File: src/rtl/imem_loader_pkg.sv
// Shared types and constants for the instruction-memory program loader.
// The stream header carries a 16-bit little-endian word count.
package imem_loader_pkg;

  localparam int ADDR_W_DEF = 10;
  localparam int DEPTH_DEF  = 1024;
  localparam int CNT_W      = 16;

  typedef enum logic [2:0] {
    ST_IDLE,
    ST_LEN_LO,
    ST_LEN_HI,
    ST_DATA,
    ST_WRITE,
    ST_DONE
  } state_t;

  // A count above the memory depth is rejected before any write happens.
  function automatic logic count_exceeds(input logic [CNT_W-1:0] cnt,
                                         input int unsigned depth);
    return 32'(cnt) > depth;
  endfunction

endpackage

File: src/rtl/byte_packer.sv
// Assembles four stream bytes into a 32-bit word, least-significant byte first.
// `full` flags the push that completes the current word.
module byte_packer (
  input  logic        clk,
  input  logic        rst,
  input  logic        clr,
  input  logic        push,
  input  logic [7:0]  din,
  output logic [31:0] word,
  output logic        full
);

  logic [1:0]      idx;
  logic [3:0][7:0] lanes;

  always_ff @(posedge clk) begin
    if (rst || clr) begin
      idx <= 2'd0;
    end else if (push) begin
      idx <= idx + 2'd1;
    end
  end

  // Lane contents are only observed once all four lanes are rewritten.
  always_ff @(posedge clk) begin
    if (push) begin
      lanes[idx] <= din;
    end
  end

  assign word = lanes;
  assign full = push && (idx == 2'd3);

endmodule

File: src/rtl/imem_loader.sv
// Streams a length-prefixed program into the instruction memory write port
// and holds the core in reset until a valid program has been fully written.
module imem_loader
  import imem_loader_pkg::*;
#(
  parameter int ADDR_W = ADDR_W_DEF,
  parameter int DEPTH  = DEPTH_DEF
) (
  input  logic              clk,
  input  logic              reset,
  input  logic              start,
  input  logic              in_valid,
  input  logic [7:0]        in_data,
  output logic              in_ready,
  output logic              mem_we,
  output logic [ADDR_W-1:0] mem_addr,
  output logic [31:0]       mem_wdata,
  output logic              busy,
  output logic              done,
  output logic              err,
  output logic [ADDR_W:0]   words_loaded,
  output logic              core_hold
);

  state_t           state, state_n;
  logic [CNT_W-1:0] count;
  logic [CNT_W-1:0] count_full;
  logic [ADDR_W:0]  wl_q;
  logic [ADDR_W:0]  wl_inc;
  logic             err_q;
  logic             accept;
  logic             last_word;

  logic             start_load;
  logic             ld_lo;
  logic             ld_hi;
  logic             push;
  logic             inc;
  logic             set_err;

  logic [31:0]      pk_word;
  logic             pk_full;

  assign accept     = in_valid && in_ready;
  assign count_full = {in_data, count[7:0]};
  assign wl_inc     = wl_q + {{ADDR_W{1'b0}}, 1'b1};
  assign last_word  = (CNT_W'(wl_inc) == count);

  always_comb begin
    state_n    = state;
    start_load = 1'b0;
    ld_lo      = 1'b0;
    ld_hi      = 1'b0;
    push       = 1'b0;
    inc        = 1'b0;
    set_err    = 1'b0;
    case (state)
      ST_IDLE, ST_DONE: begin
        if (start) begin
          start_load = 1'b1;
          state_n    = ST_LEN_LO;
        end
      end
      ST_LEN_LO: begin
        if (accept) begin
          ld_lo   = 1'b1;
          state_n = ST_LEN_HI;
        end
      end
      ST_LEN_HI: begin
        if (accept) begin
          ld_hi = 1'b1;
          if (count_full == '0) begin
            state_n = ST_DONE;
          end else if (count_exceeds(count_full, DEPTH)) begin
            set_err = 1'b1;
            state_n = ST_DONE;
          end else begin
            state_n = ST_DATA;
          end
        end
      end
      ST_DATA: begin
        if (accept) begin
          push = 1'b1;
          if (pk_full) begin
            state_n = ST_WRITE;
          end
        end
      end
      ST_WRITE: begin
        inc     = 1'b1;
        state_n = last_word ? ST_DONE : ST_DATA;
      end
      default: state_n = ST_IDLE;
    endcase
  end

  always_ff @(posedge clk) begin
    if (reset) begin
      state <= ST_IDLE;
    end else begin
      state <= state_n;
    end
  end

  always_ff @(posedge clk) begin
    if (reset) begin
      wl_q  <= '0;
      err_q <= 1'b0;
    end else begin
      if (start_load) begin
        wl_q  <= '0;
        err_q <= 1'b0;
      end else if (inc) begin
        wl_q <= wl_inc;
      end
      if (set_err) begin
        err_q <= 1'b1;
      end
    end
  end

  // The count is only read after both header bytes have been captured.
  always_ff @(posedge clk) begin
    if (ld_lo) begin
      count[7:0] <= in_data;
    end
    if (ld_hi) begin
      count[15:8] <= in_data;
    end
  end

  byte_packer u_packer (
    .clk  (clk),
    .rst  (reset),
    .clr  (start_load || inc),
    .push (push),
    .din  (in_data),
    .word (pk_word),
    .full (pk_full)
  );

  assign in_ready     = (state == ST_LEN_LO) || (state == ST_LEN_HI) || (state == ST_DATA);
  assign mem_we       = (state == ST_WRITE);
  assign mem_addr     = wl_q[ADDR_W-1:0];
  // Gate the data bus so it reads zero whenever no write is in flight.
  assign mem_wdata    = mem_we ? pk_word : 32'd0;
  assign busy         = in_ready || mem_we;
  assign done         = (state == ST_DONE);
  assign err          = err_q;
  assign words_loaded = wl_q;
  assign core_hold    = !(done && !err_q);

endmodule
File: config.mk
export PLATFORM = sky130hd
export DESIGN_NAME = imem_loader
export DESIGN_NICKNAME = d
export VERILOG_FILES = /design/src/rtl/imem_loader_pkg.sv /design/src/rtl/byte_packer.sv /design/src/rtl/imem_loader.sv
export SDC_FILE = /design/constraint.sdc
export NUM_CORES = 1
export LEC_CHECK = 0
export CORE_AREA = 2 2 111 113
export CTS_BUF_LIST = sky130_fd_sc_hd__clkbuf_2 sky130_fd_sc_hd__clkbuf_4 sky130_fd_sc_hd__clkbuf_8
export DETAILED_ROUTE_END_ITERATION = 8
export DIE_AREA = 0 0 113 115
export GPL_TIMING_DRIVEN = 0
export MAX_ROUTING_LAYER = met4
export PLACE_DENSITY = 0.5
export SYNTH_ARGS = -nofsm -noshare
export SYNTH_HDL_FRONTEND = slang
export SYNTH_SLANG_ARGS = --single-unit
File: constraint.sdc
create_clock -name clk -period 2.26 [get_ports clk]
set_input_delay 0.226 -clock clk [delete_from_list [all_inputs] [get_ports clk]]
set_output_delay 0.226 -clock clk [all_outputs]
set_load 0.02 [all_outputs]
======== Yosys cells after proc, flatten, opt, wreduce, memory -nomap -nowiden ========
Cells that the tools add are included.
storage, ports and cells
  logic and storage cells ................. 70
  flip-flop bits (word level) ............. 65
  bits of input ports ..................... 12
operators by class
  multiplexer cells ....................... 26
  $lt $le $gt $ge ......................... 3
  $add $sub $neg .......................... 2
  reductions and logical operators ........ 17
  eq/ne operators ......................... 12
operators with widths
  kind                                                             count
  bitwise mux 32 bit                                               1
  two-way mux 32 bit                                               1
  two-way mux 3 bit                                                8
  demux 8 bit (select 2 bit)                                       1
  == test 11 x 16 -> 1 bit                                         1
  greater-than comparator 16 x 11 -> 1 bit, second input constant  1
  zero test 16 bit                                                 1
  case mux 3 bit (5 select lines)                                  1
  two-way mux 1 bit                                                13
  adder 11 x 1 -> 11 bit, second input constant                    1
  != test 2 bit, second input constant                             5
  two-way mux 8 bit                                                1
  == test 3 x 2 -> 1 bit, second input constant                    2
  == test 3 bit, second input constant                             2
  logical OR 1 bit                                                 5
  AND reduction 5 bit                                              1
  logical AND 1 bit                                                4
  OR reduction 2 bit                                               2
  == test 3 x 1 -> 1 bit, second input constant                    1
  zero test 3 bit                                                  1
  < comparator 2 x 3 -> 1 bit, second input constant               1
  adder 2 x 1 -> 2 bit, second input constant                      1
  == test 2 bit, second input constant                             1
  >= comparator 2 x 1 -> 1 bit, second input constant              1
  2 further kinds                                                  3

======== Logic depth before layout (Yosys ltp) ========
  depth after elaboration ................. 10
  mapped depth ............................ 8
  gate-level depth less buffers ........... 7

======== Modules after synthesis ========
Synthesis repeated with hierarchy kept, for this count alone.
unflattened totals
  cells, all modules ...................... 268
  area total of the unflattened synthesis .. 3093.0 µm²
by module, submodules not included
  module       cells an instance  area each (µm²)  sequential area each (µm²)  instances
  imem_loader  220                1965.6           780.7                       1
  byte_packer  48                 1127.3           1001.0                      1

======== Worst setup path after synthesis ========
OpenSTA, ideal clock, no wires.
  path kind ............................... reg2reg
  start point ............................. reg wl_q[1] (netlist: words_loaded[1])
  end point ............................... reg state[2]
  setup slack ............................. -0.079 ns
  path buffers ............................ 1
  cell stages (with the launch flop) ...... 9
  arrival ................................. 2.259 ns
  library setup time ...................... 0.079 ns
  cell sequence ........................... dfxtp_1 ha_1 buf_6 or3b_1 a211oi_2 nor3_1 nand3b_1 or4_1 a211oi_2
on the way
  word-level cells in the longest chain between the ends .. 4
ends and longest elaborated chain
  item                             RTL line            RTL
  from (decl)                      imem_loader.sv:28   logic [ADDR_W:0] wl_q;
  from (signal assigned)           imem_loader.sv:116  wl_q <= wl_inc;
  adder 11 x 1 -> 11 bit           imem_loader.sv:46   assign wl_inc = wl_q + {{ADDR_W{1'b0}}, 1'b1};
  == test 11 x 16 -> 1 bit         imem_loader.sv:47   assign last_word = (CNT_W'(wl_inc) == count);
  two-way mux 3 bit                imem_loader.sv:93   state_n = last_word ? ST_DONE : ST_DATA;
  case mux 3 bit (5 select lines)  imem_loader.sv:57   case (state)
  to (signal assigned)             imem_loader.sv:103  state <= state_n;
  to (decl)                        imem_loader.sv:25   state_t state, state_n;
No other way between the ends.
A chain may end at the register's enable or synchronous reset.

======== Worst setup path after layout ========
  start point ............................. reg state[0]
  end point ............................... out mem_wdata[0]
on the way
  word-level cells in the longest chain between the ends .. 2
ends and longest elaborated chain
  item                RTL line            RTL
  == test 3 bit       imem_loader.sv:145  assign mem_we = (state == ST_WRITE);
  two-way mux 32 bit  imem_loader.sv:148  assign mem_wdata = mem_we ? pk_word : 32'd0;
  to (decl)           imem_loader.sv:17   output logic [31:0] mem_wdata,
No other way between the ends.

==> run_results.csv <==
group,metric,value,unit
layout,final_common_cell,"edfxtp_1",
power,powerDensity,777,nW/um^2
setup_path,cp-end-kind,"output port",
clock_network,root_buffer,"clkbuf_8",
global_route,grt_max_degree,14,
synth,synth_seq_area_share,57.3,%
setup_path,timing.rr.start,"words_loaded[0]$_SDFFE_PP0P_",
status,violations,"design-rule violations",
synth,syn_area,3110,um^2
setup_path,worst_setup_path_start_kind,"flip-flop",
global_route,grt_overflow_total,0,
routing,ant_nets,0,
sta,hold_ws,0.516,ns
power,power,0.00337,W
global_route,antenna_found_initial,0,
synth,synth.distinct_cells,45,
routing,totalWireLength,8170,um
clock_network,tritoncts,"yes",
sta,worstMarginPinSlew,0.900,ns
setup_path,critPathBufInv,3,
sta,hold_viol_final,0,
layout,area_growth,39.8,%
setup_path,arrival,1.96,ns
placed_design,io_buffers,70,
global_route,grt_usage,13.3,%
min_path,min-delay-start,"err$_SDFFE_PP0P_",
setup_path,crit_fanout,8,
setup_path,ff2ff_path_depth,7,
clock_network,numCtsBuffers,9,
min_path,whs_path_depth,2,
layout,final_area,4340,um^2
die,dieArea,13000,um^2
clock_network,cts_buffer_depth,2,
sta,final.min_clock_period,2.18,ns
routing,vias,2359,
power,p_leak,1.84,nW
sta,max_freq,458,MHz
synth,synth_flop_cell,"edfxtp_1",
routing,drt_pass1_iterations,9,
die,row_count,40,
clock_network,clk_latency,0.35,ns
layout,mostFrequentLayoutCells,"edfxtp_1 (48), clkdlybuf4s50_1 (40), and3_1 (34)",
sta,rsz0062_at_grt,"no",
clock_network,cts_sinks,65,
synth,yosys_warnings,0,
setup_path,regToRegSetupSlack,0.11,ns
layout,antennaDiodeCount,0,
min_path,hp-class,"flip-flop to flip-flop",
die,initial_core_util,26.3,%
die,io_pins,71,
sta,setup_viol,0,
routing,wire_per_inst,16.1,um
power,vdd_drop_max,0.366,mV
die,design.core.area,11800,um^2
setup_path,cp_slowest_cell,"clkdlybuf4s50_1",
routing,drc_errors,5,
setup_path,r2r_end,"state[2]$_SDFFE_PP0P_",
sta,finalSetupTns,0,ns
placed_design,place_hpwl,5570,um
synth,async_flop_share,0,%
clock_network,clk_pin_slew,0.07,ns
sta,finalCritPeriodShare,96.5,%
synth,ys_seq_elements,65,
placed_design,place_area,4010,um^2
layout,fin_nets,374,
routing,dr.first_iter.drc_count,122,
setup_path,slowest_delay,0.62,ns
clock_network,htree_levels,3,
global_route,grt_pass1_vias,2285,
synth,synth-edff-count,48,
die,dieWidth,113,um
placed_design,gp_congestion,0.845,
status,status,"finished with violations",
global_route,grt_pass1_wl,12700,um
sta,report.final.slew_viol_count,0,
die,die_h,115,um
synth,syn_area_per_cell,11.5,um^2
synth,synthCells,271,
synth,synth_nets,288,
setup_path,worstPathCellList,"buf_2 > nor2_4 > buf_4 > and3_1 > clkdlybuf4s50_1",
setup_path,critical_path_class,"flip-flop to output port",
sta,maxSlewHeadroom,39.5,%
sta,clock_skew,0.0112,ns
setup_path,worstPathRequired,2.03,ns
job,maxCapViolCount,0,
min_path,hold_end,"err$_SDFFE_PP0P_",
layout,drive_above_1_share,18.0,%
routing,viasPerCell,4.63,
setup_path,cp_top_family,"buffers and inverters",
[per-layer routing]
| layer | GRT usage [%] | up-vias | wire length [um] |
|---|---|---|---|
| met4 | 3.98 | 0 | 123 |
| met1 | 17.1 | 1135 | 3860 |
| met5 | - | - | 0 |
| met3 | 3.90 | 11 | 424 |
| met2 | 20.3 | 72 | 3760 |
| li1 | - | 1141 | - |
[stage by stage]
stage	worst slack [ns]	instances	util [%]
2_1_floorplan	0.0101	271	-
3_3_place_gp	-0.600	488	33.8
3_5_place_dp	-0.596	489	34.0
4_1_cts	-0.0149	509	36.5
5_1_grt	0.000516	509	36.8
6_report	0.0780	509	36.8
[registers in the layout, indices dropped and copies added (netlist names)]
register       flops
count             16
state              3
err                1
u_packer.word     32
words_loaded      11
u_packer.idx       2
[cells by family after synthesis]
group	after synthesis	synth area share [%]
adders and majority gates	5	2.01
xor gates and xnor gates	29	8.42
AOI/OAI and AO/OA	21	5.07
DFF	65	57.4
muxes	1	0.322
buffers and inverters	37	6.32
and+or+nand+nor	113	20.5
[area by class of cell]
| cell class | instances | area (um^2) |
|---|---|---|
| Clock inverter | 7 | 126 |
| Buffer | 25 | 169 |
| Clock buffer | 9 | 124 |
| Tap cell | 147 | 184 |
| Fill cell | 1186 | 7470 |
| Timing Repair Buffer | 77 | 738 |
| Multi-Input combinational cell | 169 | 1170 |
| Inverter | 10 | 37.5 |
| Sequential cell | 65 | 1790 |
[report_power, final]
part	switching, W	total [W]	internal (W)	leakage (nW)
Combinational	0.000457	0.000741	0.000284	1.15
Sequential	0.0000369	0.00138	0.00135	0.573
Clock	0.000501	0.00125	0.000746	0.122
[worst register-to-register path: stages, from the launching register on]
cell and delay [ns]:
dfxtp_4 0.36, ha_2 0.32, xnor2_1 0.11, nand4_1 0.12, a311oi_1 0.39, nand2_1 0.09, or4_4 0.51, a211oi_2 0.18
[synthesized netlist by cell type, types with 5 or more instances]
cell	count	area, um^2
edfxtp_1	48	1440
and3_1	34	213
nor2_1	20	75.1
dfxtp_1	17	340
xor2_1	15	131
xnor2_1	13	114
clkbuf_1	11	41.3
nor3_1	11	55.1
buf_4	10	75.1
nand2_1	9	33.8
inv_1	8	30.0
nor4_1	8	50.1
nand3_1	7	35.0
nand4_1	7	43.8
a21oi_1	5	25.0
ha_1	5	62.6
[worst max path at each step]
stage / start / end / slack [ns] / cells past startpoint
6_report: state[0]$_SDFFE_PP0P_ / mem_wdata[0] / 0.08 / 5
5_1_grt: state[0]$_SDFFE_PP0P_ / mem_wdata[1] / 0.0005 / 5
4_1_cts: state[0]$_SDFFE_PP0P_ / mem_wdata[30] / -0.01 / 5
3_5_place_dp: state[1]$_SDFFE_PP0P_ / mem_we / -0.60 / 6
3_3_place_gp: state[1]$_SDFFE_PP0P_ / mem_we / -0.60 / 6
2_1_floorplan: words_loaded[0]$_SDFFE_PP0P_ / state[2]$_SDFFE_PP0P_ / 0.01 / 8
[timing repair]
action                     in CTS  in global routing
buffers inserted                5                  1
pin swaps                       2                  2
hold buffers                    0                  0
gates resized for setup        43                 11
gates cloned                    0                  0
setup endpoints to repair      42                 40
Power figures use the tool's default switching activity.
==> edit 1: new RTL, same flow settings <==
The package constant `ADDR_W_DEF` goes from 10 to 9.
--- a/src/rtl/imem_loader_pkg.sv
+++ b/src/rtl/imem_loader_pkg.sv
@@ -3,5 +3,5 @@
 package imem_loader_pkg;
 
-  localparam int ADDR_W_DEF = 10;
+  localparam int ADDR_W_DEF = 9;
   localparam int DEPTH_DEF  = 1024;
   localparam int CNT_W      = 16;
Ports: changed (resized mem_addr and words_loaded); port bits go from 71 to 69. No check against the original RTL was run, so the function may have changed too.
==> edit 1 against the original RTL <==
Sequential cell count shrank 1; critical path depth increased by 1; sequential share of layout area up 3.4 points; worst setup slack better by 51 ps; die area stayed put; design area fell by 9.2%; synthesized area shrank 5.1%; global-route usage down 2.1 points; wire length is 15% lower; non-clock buffer count down 14; the run still ends with design-rule violations left.
Power is not compared: it rests on default switching activity, and its combinational part moved more than twofold at a synthesized area within 25%.
==> edit 1: results (changes against the original RTL) <==
stage;metric;value;unit;change
routing;first_pass_iters;6;;-3
routing;drcViolationCount;4;;-1
layout;largest_register_ffs;32;;unchanged
synthesis;yosysWarnings;0;;unchanged
synthesis;synthTopCellsByCount;edfxtp_1, and2_1, nor2_1, dfxtp_1, xnor2_1;;
sta;period_minus_slack;2130;ps;-50.9 ps
routing;via_count;2083;;-12%
power;ir_worst_vdd;0.207;mV;
placement;globalplace.congestion;0.780;;-7.7%
synthesis;async_reset_ff_share;0;%;unchanged
synthesis;ys_seq_area_share;59.8;%;+2.4 points
global_route;grt_pass1_vias;2008;;-12%
synthesis;syn_nets;270;;-6.3%
power;internal_power;1910;uW;
layout;drive_above_1_share;17.2;%;-0.80 points
synthesis;synth-edff-count;48;;unchanged
routing;drt_iter0_drc;104;;-15%
placement;placedCellCount;468;;-4.3%
placement;placed_cell_area;3810;sq um;-5.0%
hold_path;worstHoldPathType;reg -> reg;;
routing;wl_per_cell;14.3;microns;-11%
global_route;grt_pass1_wl;10.6;mm;-16%
layout;fin_cells;485;;-4.7%
layout;n_antenna_cell;0;;unchanged
synthesis;postSynthCellCount;253;;-6.6%
layout;nets;350;;-6.4%
power;leakage;0.00145;uW;
clock_tree;clockRootBuffer;clkbuf_8;;
synthesis;synth_cell_types;44;;-2.2%
setup_path;cp.arrival;1910;ps;-50 ps
clock_tree;clk_path_buf_depth;2;;unchanged
synthesis;synthTopCellsByArea;edfxtp_1, dfxtp_1, and2_1;;
clock_tree;clock_latency;330;ps;-20 ps
outcome;status;complete, but fails checks;;
global_route;gr-usage-all-layers;11.2;%;-2.1 points
sta;worst_pin_slew;1180;ps;+275 ps
outcome;violations;design-rule violations;;
placement;dp_worst_setup_slack;-690;ps;-93.7 ps
clock_tree;path_clk_slew;70;ps;about the same
placement;port_buffers;68;;-2.9%
setup_path;crit_fanout;10;;+2
global_route;antenna_found_initial;0;;unchanged
sta;fin_worst_skew;8.10;ps;-3.09 ps
clock_tree;htree_levels;3;;unchanged
global_route;grt_max_degree;12;;-2
setup_path;regToRegSetupSlack;200;ps;+90 ps
placement;dp_hpwl;4.96;mm;-11%
clock_tree;cts_buffers;9;;unchanged
edit 1: metal layers:
| metal | up-vias | wire, microns | track usage (%) |
|---|---|---|---|
| met1 | 1003 | 3280 | 13.6 |
| met4 | 0 | 82 | 5.12 |
| met3 | 7 | 167 | 1.90 |
| met2 | 37 | 3400 | 18.2 |
| met5 | - | 0 | - |
| li1 | 1036 | - | - |
edit 1: worst paths after layout:
kind                                       from       endpoint  depth (start not counted)
worst max-delay path                   state[1]  mem_wdata[11]                          6
worst min-delay path                        err            err                          2
worst max register to register  words_loaded[0]       state[1]                          6
worst min register to register              err            err                          2
edit 1: kinds of logic (layout without fill, tap and decap cells):
group / after synthesis / in the layout / share of synthesized area, %
AO/OA/AOI/OAI: 27 / 27 / 6.79
XOR/XNOR: 22 / 22 / 6.54
adder cells (fa/ha/maj): 5 / 5 / 2.12
buffers and inverters: 27 / 112 / 4.80
flip-flops: 64 / 64 / 59.8
multiplexers: 1 / 1 / 0.340
AND/OR/NAND/NOR: 107 / 107 / 19.7
edit 1: final cells by class:
cell class	count	area, sq um
sequential	64	1760
fill	1204	7870
multi-input combinational	162	1060
inverter	8	30.0
clock buffer	10	131
timing repair buffer	70	597
tap	147	184
buffer	18	120
clock inverter	6	60.1
edit 1: power by group through the flow:
| stage | combinational [uW] | sequential (uW) | clock (uW) |
|---|---|---|---|
| 6_report | 269 | 1300 | 946 |
| 5_1_grt | 294 | 1310 | 1020 |
| 4_1_cts | 271 | 1300 | 973 |
| 3_5_place_dp | 273 | 1330 | 0 |
| 3_3_place_gp | 272 | 1330 | 0 |
| 2_1_floorplan | 151 | 1330 | 0 |
edit 1: worst max-delay path, cell delays in order (launching register included):
cell and delay (ps):
dfxtp_1 300, buf_2 180, nor3b_4 290, buf_4 190, buf_4 150, and2_1 130, dlygate4sd2_1 320
edit 1: metrics by stage:
step,hold WS (ps),TNS [ps]
final,495,0
after global routing,520,0
after CTS,496,0
after detailed placement,486,-14820
after global placement,492,-14610
after floorplan,298,0
edit 1: what timing repair did:
| item | 4_1_cts | 5_1_grt |
|---|---|---|
| endpoints found under the setup margin | 33 | 23 |
| setup buffers | 2 | 0 |
| gates cloned | 0 | 0 |
| pin swaps | 1 | 1 |
| resized for setup | 48 | 35 |
| endpoints found under the hold margin | 0 | 0 |
==> edit 2: new RTL, same settings <==
Without the edit above. Register the output `err` once more, with the module's reset; this adds one clock of latency there. The other outputs are not delayed to match.
--- a/src/rtl/imem_loader.sv
+++ b/src/rtl/imem_loader.sv
@@ -149,5 +149,11 @@
   assign busy         = in_ready || mem_we;
   assign done         = (state == ST_DONE);
-  assign err          = err_q;
+  always_ff @(posedge clk) begin
+    if (reset) begin
+      err <= '0;
+    end else begin
+      err <= err_q;
+    end
+  end
   assign words_loaded = wl_q;
   assign core_hold    = !(done && !err_q);
Function: changed (a bounded check fails within 4 cycles, from zero or initial values and one cycle with reset high).
==> edit 2 against the original RTL <==
The run still ends with design-rule violations left; core utilization is 1.6 points lower; register-to-register slack better by 100 ps; synthesized area is 2.3% lower; design area is 4.4% lower; wire length is 12% lower; worst setup slack better by 50 ps; power is 14% lower; sequential share of layout area is 2.1 points higher; sequential cell count is 1 higher; maximum frequency is 2.4% higher; largest cell class unchanged.
==> edit 2: results (changes against the original RTL) <==
stage;metric;value;unit;change
outcome;status;complete, but fails checks;;
outcome;violations;design-rule violations;;
layout;largest_register_ffs;32;;unchanged
global_route;grt_pass1_wl;11.3;mm;-11%
layout;fin_cells;497;;-2.4%
power;leakage;0.00151;uW;-18%
routing;drcViolationCount;3;;-2
routing;via_count;2176;;-7.8%
global_route;grt_max_degree;11;;-3
synthesis;syn_area_per_cell;11.5;sq um;+0.25%
clock_tree;post-cts-setup-buffers;0;;-5
placement;dp_hpwl;5.09;mm;-8.6%
routing;drt_iter0_drc;43;;-65%
layout;drive_above_1_share;12.9;%;-5.1 points
placement;placed_cell_area;3920;sq um;-2.3%
synthesis;synthTopCellsByArea;edfxtp_1, dfxtp_1, and2_1;;
synthesis;ys_seq_area_share;59.4;%;+2.0 points
clock_tree;clk_path_buf_depth;2;;unchanged
routing;first_pass_iters;6;;-3
sta;fin_worst_skew;10.7;ps;-0.462 ps
clock_tree;clock_latency;330;ps;-20 ps
sta;slew_headroom;49.3;%;+9.8 points
placement;placedCellCount;481;;-1.6%
setup_path;crit_fanout;10;;+2
layout;nets;362;;-3.2%
routing;wl_per_cell;14.5;microns;-10%
synthesis;syn_nets;281;;-2.4%
synthesis;synthTopCellsByCount;edfxtp_1, and2_1, nor2_1, dfxtp_1, xnor2_1;;
setup_path;cp.arrival;1910;ps;-50 ps
global_route;gr-usage-all-layers;11.9;%;-1.4 points
power;ir_worst_vdd;0.487;mV;+33%
## edit 2: cell types whose count changed after synthesis, moves of 3 or more
cell,change
nor4_1,-5
clkbuf_1,-6
xor2_1,-5
and3_1,-29
o21ai_0,+5
nand2_1,+3
and2_1,+32
nand4_1,-5
nor2b_1,+4
## edit 2: metal layers
metal	wire length [microns]	share of wire, %	track usage, %
met1	3110	43	13.8
met2	3600	50	19.6
met3	348	4.8	3.85
met4	121	1.7	3.98
met5	0	0	-
## edit 2: cells by family after synthesis
group           synth area share, %
compound gates                 5.57
xor+xnor                       6.64
fa+ha+maj                      2.06
buf+inv                        4.58
flops                          59.4
mux                           0.660
simple gates                   21.1
## edit 2: power by group
group	total [uW]	internal, uW	leakage [uW]	switching [uW]
registers	1390	1360	0.000579	31.8
logic	472	190	0.000821	282
clock network	1030	606	0.000111	423
total	2890	2150	0.00151	737
## edit 2: repair_timing
action | 4_1_cts | 5_1_grt
setup endpoints to repair | 34 | 35
resized for setup | 45 | 25
endpoints found under the hold margin | 0 | 0
## edit 2: through the flow
step | setup TNS (ps) | hold slack (ps) | worst slack (ps) | power, uW
after floorplan | 0 | 293 | 298 | 1690
after global placement | -10220 | 486 | -378 | 1880
after detailed placement | -10120 | 482 | -388 | 1880
after CTS | 0 | 492 | 41.2 | 2920
after global routing | 0 | 533 | 2.13 | 3030
final | 0 | 483 | 128 | 2890
## edit 2: cell type report
class	instances	area [sq um]
Buffer	18	119
Sequential cell	66	1800
Fill cell	1210	7660
Timing Repair Buffer	70	684
Clock buffer	14	174
Clock inverter	2	35.0
Tap cell	147	184
Inverter	8	32.5
Multi-Input combinational cell	172	1120
## edit 2: path summary, 6_finish.rpt
kind	from	endpoint	slack, ps	cells past startpoint
max	state[0]	mem_wdata[9]	130	7
min reg2reg	err_q	err	480	2
max reg2reg	words_loaded[1]	state[2]	210	7
min	err_q	err	480	2
## edit 2: worst max-delay path, stage by stage (launching register included)
cell and delay [ps]:
dfxtp_1 300, buf_2 170, inv_2 120, nand3_4 160, inv_4 140, clkbuf_2 200
and2_1 140, dlygate4sd2_1 340
